**config.mk**
```make
export PLATFORM = sky130hd
export DESIGN_NAME = port_ext_pipe
export DESIGN_NICKNAME = d
export VERILOG_FILES = /design/src/rtl/port_ext_pkg.sv /design/src/rtl/port_ext_pipe_lane.sv /design/src/rtl/port_ext_pipe.sv
export SDC_FILE = /design/constraint.sdc
export NUM_CORES = 1
export LEC_CHECK = 0
export CAP_MARGIN = 20
export CORE_MARGIN = 3
export CORE_UTILIZATION = 41
export CTS_BUF_LIST = sky130_fd_sc_hd__clkbuf_16
export DETAILED_ROUTE_END_ITERATION = 6
export PLACE_DENSITY_LB_ADDON = 0.05
export SLEW_MARGIN = 0
export SYNTH_ARGS = -nofsm -noshare
export SYNTH_HDL_FRONTEND = slang
export SYNTH_SLANG_ARGS = --single-unit
```
**constraint.sdc**
```tcl
create_clock -name clk -period 1.85 [get_ports clk]
set_clock_uncertainty 0.15 [all_clocks]
set_input_delay 0.555 -clock clk [delete_from_list [all_inputs] [get_ports clk]]
set_output_delay 0.555 -clock clk [all_outputs]
set_load 0.005 [all_outputs]
```
**src/rtl/port_ext_pkg.sv**
```systemverilog
`default_nettype none
// ============================================================================
// Module   : port_ext_pkg
// Brief    : Shared mode encoding and skid-buffer constants for port_ext_pipe.
// Revision : 1.0  initial release
// ============================================================================
package port_ext_pkg;

  typedef enum logic [1:0] {
    EXT_ZEXT = 2'b00,
    EXT_SEXT = 2'b01,
    EXT_USAT = 2'b10,
    EXT_SSAT = 2'b11
  } ext_mode_t;

  localparam int c_skid_depth = 2;
  localparam int c_main_idx   = 0;
  localparam int c_skid_idx   = 1;

endpackage
`default_nettype wire

```
**src/rtl/port_ext_pipe_lane.sv**
```systemverilog
`default_nettype none
// ============================================================================
// Module   : port_ext_lane
// Brief    : Combinational single-lane width conversion with saturation flag.
// Revision : 1.0  initial release
// ============================================================================
module port_ext_lane
  import port_ext_pkg::*;
#(
  parameter int IN_W  = 4,
  parameter int OUT_W = 8
) (
  input  logic [IN_W-1:0]  din,
  input  ext_mode_t        mode,
  output logic [OUT_W-1:0] dout,
  output logic             sat
);

  if (OUT_W < IN_W) begin : g_narrow
    localparam logic [OUT_W-1:0] c_smin = OUT_W'(1) << (OUT_W - 1);
    localparam logic [OUT_W-1:0] c_smax = ~c_smin;

    logic [OUT_W-1:0] w_low;
    logic             w_drop_u;
    logic             w_fit_s;

    assign w_low    = din[OUT_W-1:0];
    assign w_drop_u = |din[IN_W-1:OUT_W];
    // A signed value fits when every bit from the new sign position up agrees.
    assign w_fit_s  = (&din[IN_W-1:OUT_W-1]) | ~(|din[IN_W-1:OUT_W-1]);

    always_comb begin
      dout = w_low;
      sat  = 1'b0;
      case (mode)
        EXT_USAT: begin
          if (w_drop_u) begin
            dout = '1;
            sat  = 1'b1;
          end
        end
        EXT_SSAT: begin
          if (!w_fit_s) begin
            dout = din[IN_W-1] ? c_smin : c_smax;
            sat  = 1'b1;
          end
        end
        default: ;
      endcase
    end
  end else begin : g_wide
    logic [OUT_W-1:0] w_zext;
    logic [OUT_W-1:0] w_sext;

    assign w_zext = OUT_W'(din);
    assign w_sext = OUT_W'($signed(din));

    always_comb begin
      dout = w_zext;
      sat  = 1'b0;
      if (mode == EXT_SEXT || mode == EXT_SSAT) begin
        dout = w_sext;
      end
    end
  end

endmodule
`default_nettype wire

```
**src/rtl/port_ext_pipe.sv**
```systemverilog
`default_nettype none
// ============================================================================
// Module   : port_ext_pipe
// Brief    : NCH-lane registered width adapter with 2-entry skid buffer and
//            saturating saturation-event counter.
// Revision : 1.0  initial release
// ============================================================================
module port_ext_pipe
  import port_ext_pkg::*;
#(
  parameter int NCH   = 2,
  parameter int IN_W  = 4,
  parameter int OUT_W = 8,
  parameter int CNT_W = 8
) (
  input  logic                 clk,
  input  logic                 rst,
  input  logic                 in_valid,
  output logic                 in_ready,
  input  logic [NCH*IN_W-1:0]  in_data,
  input  logic [NCH*2-1:0]     in_mode,
  output logic                 out_valid,
  input  logic                 out_ready,
  output logic [NCH*OUT_W-1:0] out_data,
  output logic [NCH-1:0]       out_sat,
  output logic [CNT_W-1:0]     sat_cnt,
  input  logic                 clr_cnt
);

  logic [NCH*OUT_W-1:0] w_conv_data;
  logic [NCH-1:0]       w_conv_sat;

  for (genvar i = 0; i < NCH; i++) begin : g_lane
    port_ext_lane #(
      .IN_W  (IN_W),
      .OUT_W (OUT_W)
    ) u_lane (
      .din  (in_data[i*IN_W +: IN_W]),
      .mode (ext_mode_t'(in_mode[2*i +: 2])),
      .dout (w_conv_data[i*OUT_W +: OUT_W]),
      .sat  (w_conv_sat[i])
    );
  end

  logic [NCH*OUT_W-1:0]    r_data [c_skid_depth];
  logic [NCH-1:0]          r_sat  [c_skid_depth];
  logic [c_skid_depth-1:0] r_vld;
  logic [CNT_W-1:0]        r_cnt;

  logic w_accept;
  logic w_adv;

  assign w_accept = in_valid & in_ready;
  // Main entry may be overwritten when it is empty or being consumed.
  assign w_adv    = ~r_vld[c_main_idx] | out_ready;

  always_ff @(posedge clk) begin
    if (rst) begin
      r_vld <= '0;
      for (int k = 0; k < c_skid_depth; k++) begin
        r_data[k] <= '0;
        r_sat[k]  <= '0;
      end
    end else if (w_adv) begin
      if (r_vld[c_skid_idx]) begin
        r_data[c_main_idx] <= r_data[c_skid_idx];
        r_sat[c_main_idx]  <= r_sat[c_skid_idx];
        r_vld[c_main_idx]  <= 1'b1;
        r_vld[c_skid_idx]  <= 1'b0;
      end else begin
        r_vld[c_main_idx] <= w_accept;
        if (w_accept) begin
          r_data[c_main_idx] <= w_conv_data;
          r_sat[c_main_idx]  <= w_conv_sat;
        end
      end
    end else if (w_accept) begin
      r_data[c_skid_idx] <= w_conv_data;
      r_sat[c_skid_idx]  <= w_conv_sat;
      r_vld[c_skid_idx]  <= 1'b1;
    end
  end

  always_ff @(posedge clk) begin
    if (rst || clr_cnt) begin
      r_cnt <= '0;
    end else if (w_accept && (|w_conv_sat) && (r_cnt != '1)) begin
      r_cnt <= r_cnt + CNT_W'(1);
    end
  end

  assign in_ready  = ~r_vld[c_skid_idx] & ~rst;
  assign out_valid = r_vld[c_main_idx];
  assign out_data  = r_data[c_main_idx];
  assign out_sat   = r_sat[c_main_idx];
  assign sat_cnt   = r_cnt;

endmodule
`default_nettype wire

```
# Yosys cells after proc, flatten, opt, wreduce, memory -nomap -nowiden
# Memory sizes are Yosys's and may differ from the RTL's.
# Cells that the tools add are included.
[totals]
register_bits = 2
mem_bits_rw = 36
out_inout_bits = 28
word_cells = 46
memories = 2
[mem_list]
columns = ["name", "words", "word_bits", "read_ports", "rd_clocked_by_memory_dff", "wr", "line", "source"]
rows = [
  ["r_data", 2, 16, 2, 0, 2, "port_ext_pipe.sv:45", "logic [NCH*OUT_W-1:0] r_data [c_skid_depth];"],
  ["r_sat", 2, 2, 2, 0, 2, "port_ext_pipe.sv:46", "logic [NCH-1:0] r_sat [c_skid_depth];"],
]
[classes]
eq_ne = 4
n_mux = 23
bitwise_logic = 12
reduce_logical = 3
[op_table]
columns = ["op", "count"]
rows = [
  ["$mux 16", 3],
  ["$mux 8", 2],
  ["$mux 1", 15],
  ["$or 1x1->1", 7],
  ["$mux 2", 3],
  ["$eq 2x1->1 const B", 2],
  ["$eq 2x2->1 const B", 2],
  ["$not 1->1", 3],
  ["$and 1x1->1", 2],
  ["$logic_or 1x1->1", 2],
  ["$reduce_or 2->1", 1],
]

# Longest topological paths before layout
[logic_depth]
word_depth = 9
depth_mapped = 5
ltp_nobuf = 3

# Modules after synthesis
# A second synthesis with hierarchy kept.
[unflattened]
cells_unflattened = 215
area_unflattened_um2 = 2307.2
[by_module_without_submodules]
columns = ["mod", "instances", "cells_each", "area_each_um2", "seq_area_each_um2"]
rows = [
  ["port_ext_pipe", 1, 195, 2167.1, 1281.2],
  ["port_ext_lane", 2, 10, 70.1, 0.0],
]

# Worst setup path after synthesis
# No wires, ideal clock.
[synth_path]
path_type = "input to register"
startpoint = "input port rst"
endpoint = "memory r_data[0][14] (netlist name) (data pin)"
setup_time_ps = 255
arrival_ps = 1370
slack_ps = 75
stages = 5
path_cell_list = "buf_2 -> o21ba_4 -> and2_4 -> buf_6 -> a31o_1"
[synth_rtl]
columns = ["element", "line", "source"]
rows = [
  ["from (decl)", "port_ext_pipe.sv:17", "input logic rst,"],
  ["to (decl)", "port_ext_pipe.sv:45", ""],
]

==> impl_metrics.csv <==
group,metric,value,unit
run_status,status,"finished clean",
synthesis,yosys.area.top_type_share,49.7,%
clock_tree,cts_inserted_buffers,3,
clock_tree,clockBufferDepth,2,
sta,fin_tns_setup,0,ns
global_routing,grt_pass1_vias,790,
global_routing,gr-total-overflow,0,
synthesis,netlist_instances,101,
place,io_buffers,31,
synthesis,synth_ff_type,"edfxtp_1",
clock_tree,cts_tree,"done",
cells_and_area,utilization,58.5,%
clock_tree,cts_max_level,1,
critical_path,cp.arrival,1.06,ns
power,vdd_drop_max,0.000590,V
critical_path,crit_slowest_cell,"clkdlybuf4s50_1",
power,power_density,778,nW/µm²
sta,rsz0062_at_grt,"false",
synthesis,synth.distinct_cells,25,
run,cap_violations,0,
global_routing,grt_max_degree,13,
critical_path,worst_ep_required_time,1.14,ns
routing,firstDrtPassIters,4,
global_routing,grt_use_total,13.5,%
clock_tree,clockRootBuffer,"clkbuf_16",
critical_path,reg2reg_setup_slack,0.33,ns
synthesis,postSynth.asyncResetShare,0,%
synthesis,synth_edf_count,20,
floorplan,start_util,43.5,%
global_routing,grt_pass1_wl,3.53,mm
synthesis,synth-seq-cells,22,
floorplan,die_area,3640,µm²
critical_path,worstPathMaxFanout,1,
critical_path,startpoint,"r_data[0][10]",
cells_and_area,instances_no_fill,164,
synthesis,yosysMostFrequentCell,"buf_4",
critical_path,rr_worst_depth,4,
clock_tree,clock-sinks,22,
sta,period_minus_slack,1.77,ns
synthesis,yosys-top-cells-area,"edfxtp_1, buf_4, and3_1",
global_routing,antenna_found_initial,0,
sta,min_period_over_period,95.4,%
synthesis,syn_avg_cell_area,12.0,µm²
place,gp_congestion,0.783,
floorplan,design.core.area,2780,µm²
routing,via_per_inst,5.07,
critical_path,cp.depth,1,
routing,drt-wirelength-per-cell,14.0,µm
sta,max_freq,0.566,GHz
synthesis,yosys-top-cells-count,"buf_4, edfxtp_1, and3_1, a31o_1, nor2_1",
place,place_inst,158,
synthesis,ys_seq_area_share,53.0,%
power,p_leak,0.812,nW
critical_path,regToRegEndpoint,"r_data[0][10]",
min_path,hold_depth,1,
routing,ant_nets,0,
cells_and_area,diodes,0,
floorplan,die_h,60.3,µm
critical_path,cpPeakStageDelay,0.49,ns
critical_path,path_buf_inv,1,
routing,drc,0,
critical_path,path_cells,"clkdlybuf4s50_1",
critical_path,crit_path_start_kind,"flip-flop",
cells_and_area,syn2layout_area_growth,34.6,%
sta,drv_slew,0,
synthesis,synth_area_leader_cell,"edfxtp_1",
sta,setup_violations,0,
sta,whs,0.395,ns
floorplan,die_w,60.3,µm
min_path,min_path_type,"flip-flop to flip-flop",
clock_tree,insertion_delay,0.25,ns
routing,drt-initial-drc-count,14,
sta,finalHoldViolations,0,
cells_and_area,drive_gt1_share,23.3,%
critical_path,cp-end-kind,"primary output",
critical_path,r2r_start,"r_vld[1]",
synthesis,yosysWarnings,0,
place,dp_hpwl,1.65,mm
synthesis,syn_area,1210,µm²
clock_tree,clk_pin_slew,0.06,ns
routing,vias,831,
floorplan,rows,19,
routing,drt-total-wl,2.29,mm
floorplan,ios,45,
cells_and_area,final_net_count,151,
critical_path,critPathKind,"flip-flop to primary output",
critical_path,crit_end,"out_data[10]",
critical_path,path_delay_family,"buffers and inverters",
-- cells in the final DEF, fill, tap and decap left out --
master | Yosys | layout
a21oi_1 | 2 | 2
a31o_1 | 10 | 10
and2_4 | 1 | 2
and3_1 | 17 | 17
buf_2 | 1 | 1
buf_4 | 26 | 16
buf_6 | 2 | 1
clkbuf_16 | 0 | 3
clkdlybuf4s50_1 | 0 | 18
clkinv_1 | 0 | 1
conb_1 | 1 | 10
dfxtp_1 | 2 | 1
dfxtp_4 | 0 | 1
dlygate4sd2_1 | 0 | 5
dlymetal6s2s_1 | 0 | 7
edfxtp_1 | 20 | 20
inv_1 | 1 | 1
nand2_1 | 2 | 2
nand2_4 | 0 | 1
nand2b_4 | 0 | 1
nand3b_4 | 0 | 1
nand4_1 | 1 | 1
nor2_1 | 3 | 3
nor2b_4 | 0 | 1
nor3_1 | 2 | 2
nor3b_4 | 1 | 1
o21ai_1 | 1 | 1
o21ba_4 | 1 | 1
o21bai_2 | 0 | 1
or3b_1 | 1 | 1
-- what timing repair did --
action,4_1_cts,5_1_grt
setup endpoints to repair,39,15
pin swaps,1,0
gates resized for setup,18,9
gates cloned,1,0
buffers inserted,1,0
hold buffers,0,0
hold endpoints to repair,0,0
-- flip-flops by register name (all words and copies together) (netlist names) --
register / cells
r_data: 20
r_vld: 2
-- worst min path at each step --
stage	to	startpoint	slack [ns]
2_1_floorplan	r_data[0][0]	r_data[0][16]	0.37
5_1_grt	r_data[0][3]	r_data[0][19]	0.41
6_report	r_data[0][2]	r_data[0][18]	0.39
3_5_place_dp	r_data[0][11]	r_data[0][27]	0.38
3_3_place_gp	r_data[0][0]	r_data[0][16]	0.38
4_1_cts	r_data[0][2]	r_data[0][18]	0.40
-- report_power, final --
part | switching (W) | leakage (nW) | internal [W]
Sequential | 0.0000127 | 0.230 | 0.000584
Clock | 0.000169 | 0.0385 | 0.000288
Combinational | 0.0000827 | 0.544 | 0.000128
Total | 0.000264 | 0.812 | 0.00100
-- logic make-up after synthesis --
family / Yosys count / synth area share, %
AO/OA/AOI/OAI: 15 / 10.5
AND/OR/NAND/NOR: 32 / 17.2
buffers and inverters: 31 / 19.0
other: 1 / 0.310
flip-flops: 22 / 53.0
-- layout make-up --
type / instances / area [µm²]
clock inverters: 1 / 3.75
flip-flops and latches: 22 / 644
fillers: 206 / 1150
well taps: 31 / 38.8
repair buffers: 48 / 448
inverters: 1 / 3.75
multi-input cells: 58 / 413
clock buffers: 3 / 75.1
-- stage by stage --
stage          power, W  setup slack (ns)  area (µm²)
3_3_place_gp   0.000813            -0.420        1490
5_1_grt         0.00131            0.0331        1630
3_5_place_dp   0.000816            -0.428        1490
6_report        0.00126            0.0843        1630
4_1_cts         0.00128           -0.0238        1600
2_1_floorplan  0.000738            0.0747        1240
-- layer usage --
metal	vias up	global-route usage, %	wire length [µm]
met5	-	0	0
met4	0	5.38	16
met3	2	2.38	147
met2	40	23.5	1160
met1	389	16.4	964
li1	400	-	-
Power figures use the tool's default switching activity.
